### config.mk
export PLATFORM = sky130hd
export DESIGN_NAME = aes_axi_job_sequencer
export DESIGN_NICKNAME = d
export VERILOG_FILES = /design/src/rtl/aes_axi_job_sequencer.sv
export SDC_FILE = /design/constraint.sdc
export NUM_CORES = 1
export LEC_CHECK = 0
export BUFFER_PORTS_ARGS = -buffer_cell sky130_fd_sc_hd__buf_4
export CORE_MARGIN = 10
export CORE_UTILIZATION = 59
export DETAILED_ROUTE_END_ITERATION = 8
export GPL_ROUTABILITY_DRIVEN = 1
export PLACE_DENSITY = 0.85
export RECOVER_POWER = 25
export SYNTH_ARGS = -nofsm -noshare
export SYNTH_HDL_FRONTEND = slang
export SYNTH_SLANG_ARGS = --single-unit
### constraint.sdc
create_clock -name iClk -period 5 [get_ports iClk]
set_input_delay 0.5 -clock iClk [delete_from_list [all_inputs] [get_ports iClk]]
set_output_delay 0.5 -clock iClk [all_outputs]
set_load 0.02 [all_outputs]
### src/rtl/aes_axi_job_sequencer.sv
// Single-beat AXI master that runs one AES-128 encryption job through the AXI-to-APB bridge:
// program plaintext/key/control, wait for the interrupt, clear it, read back the ciphertext.
module aes_axi_job_sequencer #(
    parameter logic [31:0] P_AES_BASE    = 32'h7003_0000,
    parameter int unsigned P_INT_TIMEOUT = 4096
) (
    input  logic         iClk,
    input  logic         iRsn,
    input  logic         iStart,
    input  logic [127:0] iKey,
    input  logic [127:0] iPlain,
    input  logic         iInt,
    output logic         oBusy,
    output logic         oDone,
    output logic         oErr,
    output logic [1:0]   oErrCode,
    output logic [127:0] oCipher,
    output logic [31:0]  oM_AwAddr,
    output logic [1:0]   oM_AwLen,
    output logic         oM_AwValid,
    input  logic         iM_AwReady,
    output logic [31:0]  oM_WData,
    output logic         oM_WLast,
    output logic         oM_WValid,
    input  logic         iM_WReady,
    input  logic [1:0]   iM_BResp,
    input  logic         iM_BValid,
    output logic         oM_BReady,
    output logic [31:0]  oM_ArAddr,
    output logic [1:0]   oM_ArLen,
    output logic         oM_ArValid,
    input  logic         iM_ArReady,
    input  logic [31:0]  iM_RData,
    input  logic [1:0]   iM_RResp,
    input  logic         iM_RLast,
    input  logic         iM_RValid,
    output logic         oM_RReady
);

    localparam int unsigned CNT_W = $clog2(P_INT_TIMEOUT) + 1;

    // Step numbering: 0..11 setup writes, 12 pending read, 13 clear write, 14..17 cipher reads
    localparam logic [4:0] STEP_START = 5'd11;
    localparam logic [4:0] STEP_PEND  = 5'd12;
    localparam logic [4:0] STEP_CLR   = 5'd13;
    localparam logic [4:0] STEP_RD0   = 5'd14;
    localparam logic [4:0] STEP_RD3   = 5'd17;

    typedef enum logic [3:0] {
        ST_IDLE, ST_AW, ST_W, ST_B, ST_WAIT_INT, ST_AR, ST_R, ST_DONE, ST_ERR
    } state_t;

    state_t             state_q, state_d;
    logic [4:0]         step_q, step_d;
    logic [CNT_W-1:0]   cnt_q, cnt_d;
    logic [127:0]       plain_q, plain_d, key_q, key_d;
    logic [127:0]       stage_q, stage_d, cipher_q, cipher_d;
    logic               busy_q, busy_d, done_q, done_d, err_q, err_d;
    logic [1:0]         err_code_q, err_code_d;
    logic [31:0]        awaddr_q, awaddr_d, wdata_q, wdata_d, araddr_q, araddr_d;
    logic               awvalid_q, awvalid_d, wvalid_q, wvalid_d, wlast_q, wlast_d;
    logic               bready_q, bready_d, arvalid_q, arvalid_d, rready_q, rready_d;
    logic [1:0]         word_idx;

    function automatic logic [31:0] addr_of(input logic [4:0] step);
        logic [15:0] off;
        if (step < 5'd4)                          off = {12'h400, step[1:0], 2'b00};
        else if (step < 5'd8)                     off = {12'h200, step[1:0], 2'b00};
        else if (step == 5'd8)                    off = 16'hA000;
        else if (step == 5'd9)                    off = 16'hA008;
        else if (step == 5'd10)                   off = 16'h0004;
        else if (step == STEP_START)              off = 16'h0000;
        else if (step == STEP_PEND || step == STEP_CLR) off = 16'hA004;
        else                                      off = {12'h600, 2'(step - STEP_RD0), 2'b00};
        return P_AES_BASE + {16'h0000, off};
    endfunction

    function automatic logic [31:0] wdata_of(input logic [4:0] step, input logic [127:0] plain,
                                             input logic [127:0] key);
        logic [31:0] d;
        if (step < 5'd4)        d = plain[{step[1:0], 5'b00000} +: 32];
        else if (step < 5'd8)   d = key[{step[1:0], 5'b00000} +: 32];
        else if (step == 5'd10) d = 32'd16;
        else                    d = 32'd1;
        return d;
    endfunction

    assign word_idx = 2'(step_q - STEP_RD0);

    // Next-state and registered-output computation
    always_comb begin
        state_d    = state_q;
        step_d     = step_q;
        cnt_d      = cnt_q;
        plain_d    = plain_q;
        key_d      = key_q;
        stage_d    = stage_q;
        cipher_d   = cipher_q;
        busy_d     = busy_q;
        done_d     = 1'b0;
        err_d      = 1'b0;
        err_code_d = err_code_q;
        awaddr_d   = awaddr_q;
        awvalid_d  = awvalid_q;
        wdata_d    = wdata_q;
        wlast_d    = wlast_q;
        wvalid_d   = wvalid_q;
        bready_d   = bready_q;
        araddr_d   = araddr_q;
        arvalid_d  = arvalid_q;
        rready_d   = rready_q;

        unique case (state_q)
            ST_IDLE: begin
                if (iStart) begin
                    state_d    = ST_AW;
                    step_d     = '0;
                    busy_d     = 1'b1;
                    err_code_d = 2'b00;
                    plain_d    = iPlain;
                    key_d      = iKey;
                    awaddr_d   = addr_of(5'd0);
                    awvalid_d  = 1'b1;
                end
            end
            ST_AW: begin
                if (awvalid_q && iM_AwReady) begin
                    awvalid_d = 1'b0;
                    wvalid_d  = 1'b1;
                    wlast_d   = 1'b1;
                    wdata_d   = wdata_of(step_q, plain_q, key_q);
                    state_d   = ST_W;
                end
            end
            ST_W: begin
                if (wvalid_q && iM_WReady) begin
                    wvalid_d = 1'b0;
                    wlast_d  = 1'b0;
                    bready_d = 1'b1;
                    state_d  = ST_B;
                end
            end
            ST_B: begin
                if (bready_q && iM_BValid) begin
                    bready_d = 1'b0;
                    if (iM_BResp != 2'b00) begin
                        state_d    = ST_ERR;
                        err_d      = 1'b1;
                        busy_d     = 1'b0;
                        err_code_d = 2'b01;
                    end else if (step_q == STEP_START) begin
                        state_d = ST_WAIT_INT;
                        step_d  = STEP_PEND;
                        cnt_d   = '0;
                    end else if (step_q == STEP_CLR) begin
                        state_d   = ST_AR;
                        step_d    = STEP_RD0;
                        araddr_d  = addr_of(STEP_RD0);
                        arvalid_d = 1'b1;
                    end else begin
                        state_d   = ST_AW;
                        step_d    = step_q + 5'd1;
                        awaddr_d  = addr_of(step_q + 5'd1);
                        awvalid_d = 1'b1;
                    end
                end
            end
            ST_WAIT_INT: begin
                if (iInt) begin
                    state_d   = ST_AR;
                    araddr_d  = addr_of(STEP_PEND);
                    arvalid_d = 1'b1;
                end else if (cnt_q == CNT_W'(P_INT_TIMEOUT - 1)) begin
                    state_d    = ST_ERR;
                    err_d      = 1'b1;
                    busy_d     = 1'b0;
                    err_code_d = 2'b11;
                end else begin
                    cnt_d = cnt_q + CNT_W'(1);
                end
            end
            ST_AR: begin
                if (arvalid_q && iM_ArReady) begin
                    arvalid_d = 1'b0;
                    rready_d  = 1'b1;
                    state_d   = ST_R;
                end
            end
            ST_R: begin
                if (rready_q && iM_RValid) begin
                    rready_d = 1'b0;
                    if (iM_RResp != 2'b00 || !iM_RLast) begin
                        state_d    = ST_ERR;
                        err_d      = 1'b1;
                        busy_d     = 1'b0;
                        err_code_d = 2'b10;
                    end else if (step_q == STEP_PEND) begin
                        if (iM_RData[0]) begin
                            state_d   = ST_AW;
                            step_d    = STEP_CLR;
                            awaddr_d  = addr_of(STEP_CLR);
                            awvalid_d = 1'b1;
                        end else begin
                            state_d   = ST_AR;
                            step_d    = STEP_RD0;
                            araddr_d  = addr_of(STEP_RD0);
                            arvalid_d = 1'b1;
                        end
                    end else begin
                        // Cipher words are staged so an aborted job leaves oCipher untouched
                        stage_d[{word_idx, 5'b00000} +: 32] = iM_RData;
                        if (step_q == STEP_RD3) begin
                            state_d  = ST_DONE;
                            done_d   = 1'b1;
                            busy_d   = 1'b0;
                            cipher_d = stage_d;
                        end else begin
                            state_d   = ST_AR;
                            step_d    = step_q + 5'd1;
                            araddr_d  = addr_of(step_q + 5'd1);
                            arvalid_d = 1'b1;
                        end
                    end
                end
            end
            ST_DONE, ST_ERR: begin
                state_d = ST_IDLE;
                step_d  = '0;
            end
            default: state_d = ST_IDLE;
        endcase
    end

    // State and output registers, synchronous active-low reset
    always_ff @(posedge iClk) begin
        if (!iRsn) begin
            state_q    <= ST_IDLE;
            step_q     <= '0;
            cnt_q      <= '0;
            plain_q    <= '0;
            key_q      <= '0;
            stage_q    <= '0;
            cipher_q   <= '0;
            busy_q     <= 1'b0;
            done_q     <= 1'b0;
            err_q      <= 1'b0;
            err_code_q <= 2'b00;
            awaddr_q   <= '0;
            awvalid_q  <= 1'b0;
            wdata_q    <= '0;
            wlast_q    <= 1'b0;
            wvalid_q   <= 1'b0;
            bready_q   <= 1'b0;
            araddr_q   <= '0;
            arvalid_q  <= 1'b0;
            rready_q   <= 1'b0;
        end else begin
            state_q    <= state_d;
            step_q     <= step_d;
            cnt_q      <= cnt_d;
            plain_q    <= plain_d;
            key_q      <= key_d;
            stage_q    <= stage_d;
            cipher_q   <= cipher_d;
            busy_q     <= busy_d;
            done_q     <= done_d;
            err_q      <= err_d;
            err_code_q <= err_code_d;
            awaddr_q   <= awaddr_d;
            awvalid_q  <= awvalid_d;
            wdata_q    <= wdata_d;
            wlast_q    <= wlast_d;
            wvalid_q   <= wvalid_d;
            bready_q   <= bready_d;
            araddr_q   <= araddr_d;
            arvalid_q  <= arvalid_d;
            rready_q   <= rready_d;
        end
    end

    assign oBusy      = busy_q;
    assign oDone      = done_q;
    assign oErr       = err_q;
    assign oErrCode   = err_code_q;
    assign oCipher    = cipher_q;
    assign oM_AwAddr  = awaddr_q;
    assign oM_AwLen   = 2'b00;
    assign oM_AwValid = awvalid_q;
    assign oM_WData   = wdata_q;
    assign oM_WLast   = wlast_q;
    assign oM_WValid  = wvalid_q;
    assign oM_BReady  = bready_q;
    assign oM_ArAddr  = araddr_q;
    assign oM_ArLen   = 2'b00;
    assign oM_ArValid = arvalid_q;
    assign oM_RReady  = rready_q;

endmodule
==> impl_metrics.ini <==
[synthesis]
ys_async_sr_fraction = 0
ys_ff_latch = 588
syn-instance-count = 2891
synthTopCellsByCount = dfxtp_1, nand2_1, a21oi_1
synthFlopType = dfxtp_1
syn_area_um2 = 24800
syn_area_per_cell_um2 = 8.57
synth_most_common_cell = dfxtp_1
ys_warn_count = 0
synth_edf_count = 0
synth.top_cell.area_share = 0.475
synthTopCellsByArea = dfxtp_1, a211oi_1, nand2_1
seq_area_frac_synth = 0.475
synth.distinct_cells = 68
synth_top_cell_by_area = dfxtp_1

[power_and_ir_drop]
ir_worst_vdd_uv = 325
power_mw = 13.5
cellLeakagePower_nw = 10.4
powerDensity_nw_per_um2 = 460

[worst_setup_path]
rrSetupSlack_ps = 1670
reg2reg_depth = 7
reg2reg_from = step_q[0]
r2r-end = oM_AwAddr[3]
critPathMaxFanout = 41
crit_required_ps = 5530
worstSetupEndpointType = flop
cp-start-kind = flop
worstSetupPathType = reg2reg
cp.arrival_ps = 3860

[route]
via_per_inst = 5.96
wirelength_um = 80000
routedWlPerCell_um = 21.1
ant_nets = 0
vias = 22550
drt_pre_antenna_iters = 6
drt-initial-drc-count = 2462
drc = 0

[run_status]
status = complete, no violations

[layout]
area_growth_pct = 18.5
drive_gt1_frac = 0.156
fin_nets = 3508
final_core_util = 0.703
layout.cells.non_filler = 3786

[place]
port_buffers = 492
dp.cells = 3677
dp_hpwl_um = 55700
routabilityCongestion = 0.891

[clock_tree]
clk_pin_slew_worst_paths_ps = 60
post_cts_buffers = 0
clkLatencyLatePin_ps = 630
cts_hold_buffers = 0
cts_root_buffer = clkbuf_16
cts_resized = 0
h-tree-depth = 2
clock_path_buffers = 3
clock_sinks = 588
cts_buffers = 58
tritoncts = done

[die]
initial_core_util = 0.593
dieArea_um2 = 50600
core_um2 = 41800
die_w_um = 225
rows = 75
ios = 541
fp.dieH_um = 225

[min_path]
min-delay-start = iPlain[52]
whs_endpoint = plain_q[52]
hp-class = in2reg
holdPathStages = 3

[global_route]
grt_max_degree = 257
grt-ovfl-total = 0
grt_pass1_vias = 22102
grt_first_pass_wirelength_um = 122000
grt_antenna_before_repair = 5
grt_usage = 0.302

[sta]
fmax_ghz = 0.300
period_share = 0.667
slew_viol_final = 0
hold_viol = 0
slew_headroom = 0.171
whs_ps = 116
rsz0062_at_grt = no
skew_ps = 31.1
setup_viol = 0
fin_crit_ps = 3330
tightest_slew_ps = 1240
tns_ps = 0

[run]
max_cap_violations = 0
## placed cells by master, fill, tap and decap left out, types with 48 or more instances in the layout
| master | n |
|---|---|
| a21oi_1 | 393 |
| nor2_1 | 331 |
| conb_1 | 48 |
| nor2b_1 | 133 |
| clkbuf_1 | 207 |
| nand2_1 | 534 |
| mux4_2 | 64 |
| clkbuf_16 | 58 |
| buf_4 | 318 |
| dfxtp_1 | 586 |
| a211oi_1 | 288 |
## sequential cells by signal, summed over array words and instances (netlist names), 2 cells and up
signal     flops
key_q        128
oCipher      128
plain_q      128
stage_q      128
oM_WData      32
cnt_q         13
oM_ArAddr      6
oM_AwAddr      6
step_q         5
state_q        4
oErrCode       2
## critical path, stage by stage, from the launching register on
cell,delay (ps)
dfxtp_4,820
buf_4,740
nand3_1,270
xnor2_1,510
o21ai_0,200
a211oi_1,320
a31oi_1,140
o22ai_1,240
## stage by stage
step	instance area, µm²	setup WS, ps
6_report	29300	1670
5_1_grt	29300	1360
4_1_cts	30100	1670
3_5_place_dp	28100	1720
3_3_place_gp	28100	1690
2_1_floorplan	24900	2090
## cells by family after synthesis
| kind of cell | share of synthesized area |
|---|---|
| multiplexers | 0.0615 |
| flip-flops | 0.475 |
| AO/OA/AOI/OAI | 0.199 |
| adder cells (fa/ha/maj) | 0.00404 |
| AND/OR/NAND/NOR | 0.191 |
| buffers and inverters | 0.0628 |
| other | 0.000151 |
| XOR/XNOR | 0.00566 |
## how the worst max path moves through the flow
stage | start | end | slack [ps]
after floorplan | step_q[1] | oM_AwAddr[13] | 2090
after global placement | step_q[0] | oM_AwAddr[14] | 1690
after detailed placement | step_q[0] | oM_AwAddr[3] | 1720
after CTS | step_q[0] | oM_AwAddr[3] | 1670
after global routing | step_q[0] | stage_q[99] | 1360
final | step_q[0] | oM_AwAddr[3] | 1670
## where the power goes
part           total (mW)  switching (mW)  internal, mW  leakage [nW]
Sequential           5.59           0.422          5.17          4.77
Combinational        3.51            2.30          1.21          4.63
Clock                4.40            1.85          2.55         0.949
## per-layer routing
metal  up-vias  track usage  routed length, µm
met5         -            0                  9
met4         2        0.185               4880
met3       233       0.0712               6880
met2      1076        0.498              38600
met1     10683        0.351              29700
li1      10556            -                  -
## final cells by class
class	instances	area, µm²
antenna	4	10.0
tap	539	674
clock buffer	88	1700
clock inverter	17	228
timing repair buffer	516	3240
multi-input combinational	2024	11700
inverter	10	45.0
sequential	588	11800
fill	3296	12400
(Power assumes the default switching activity.)
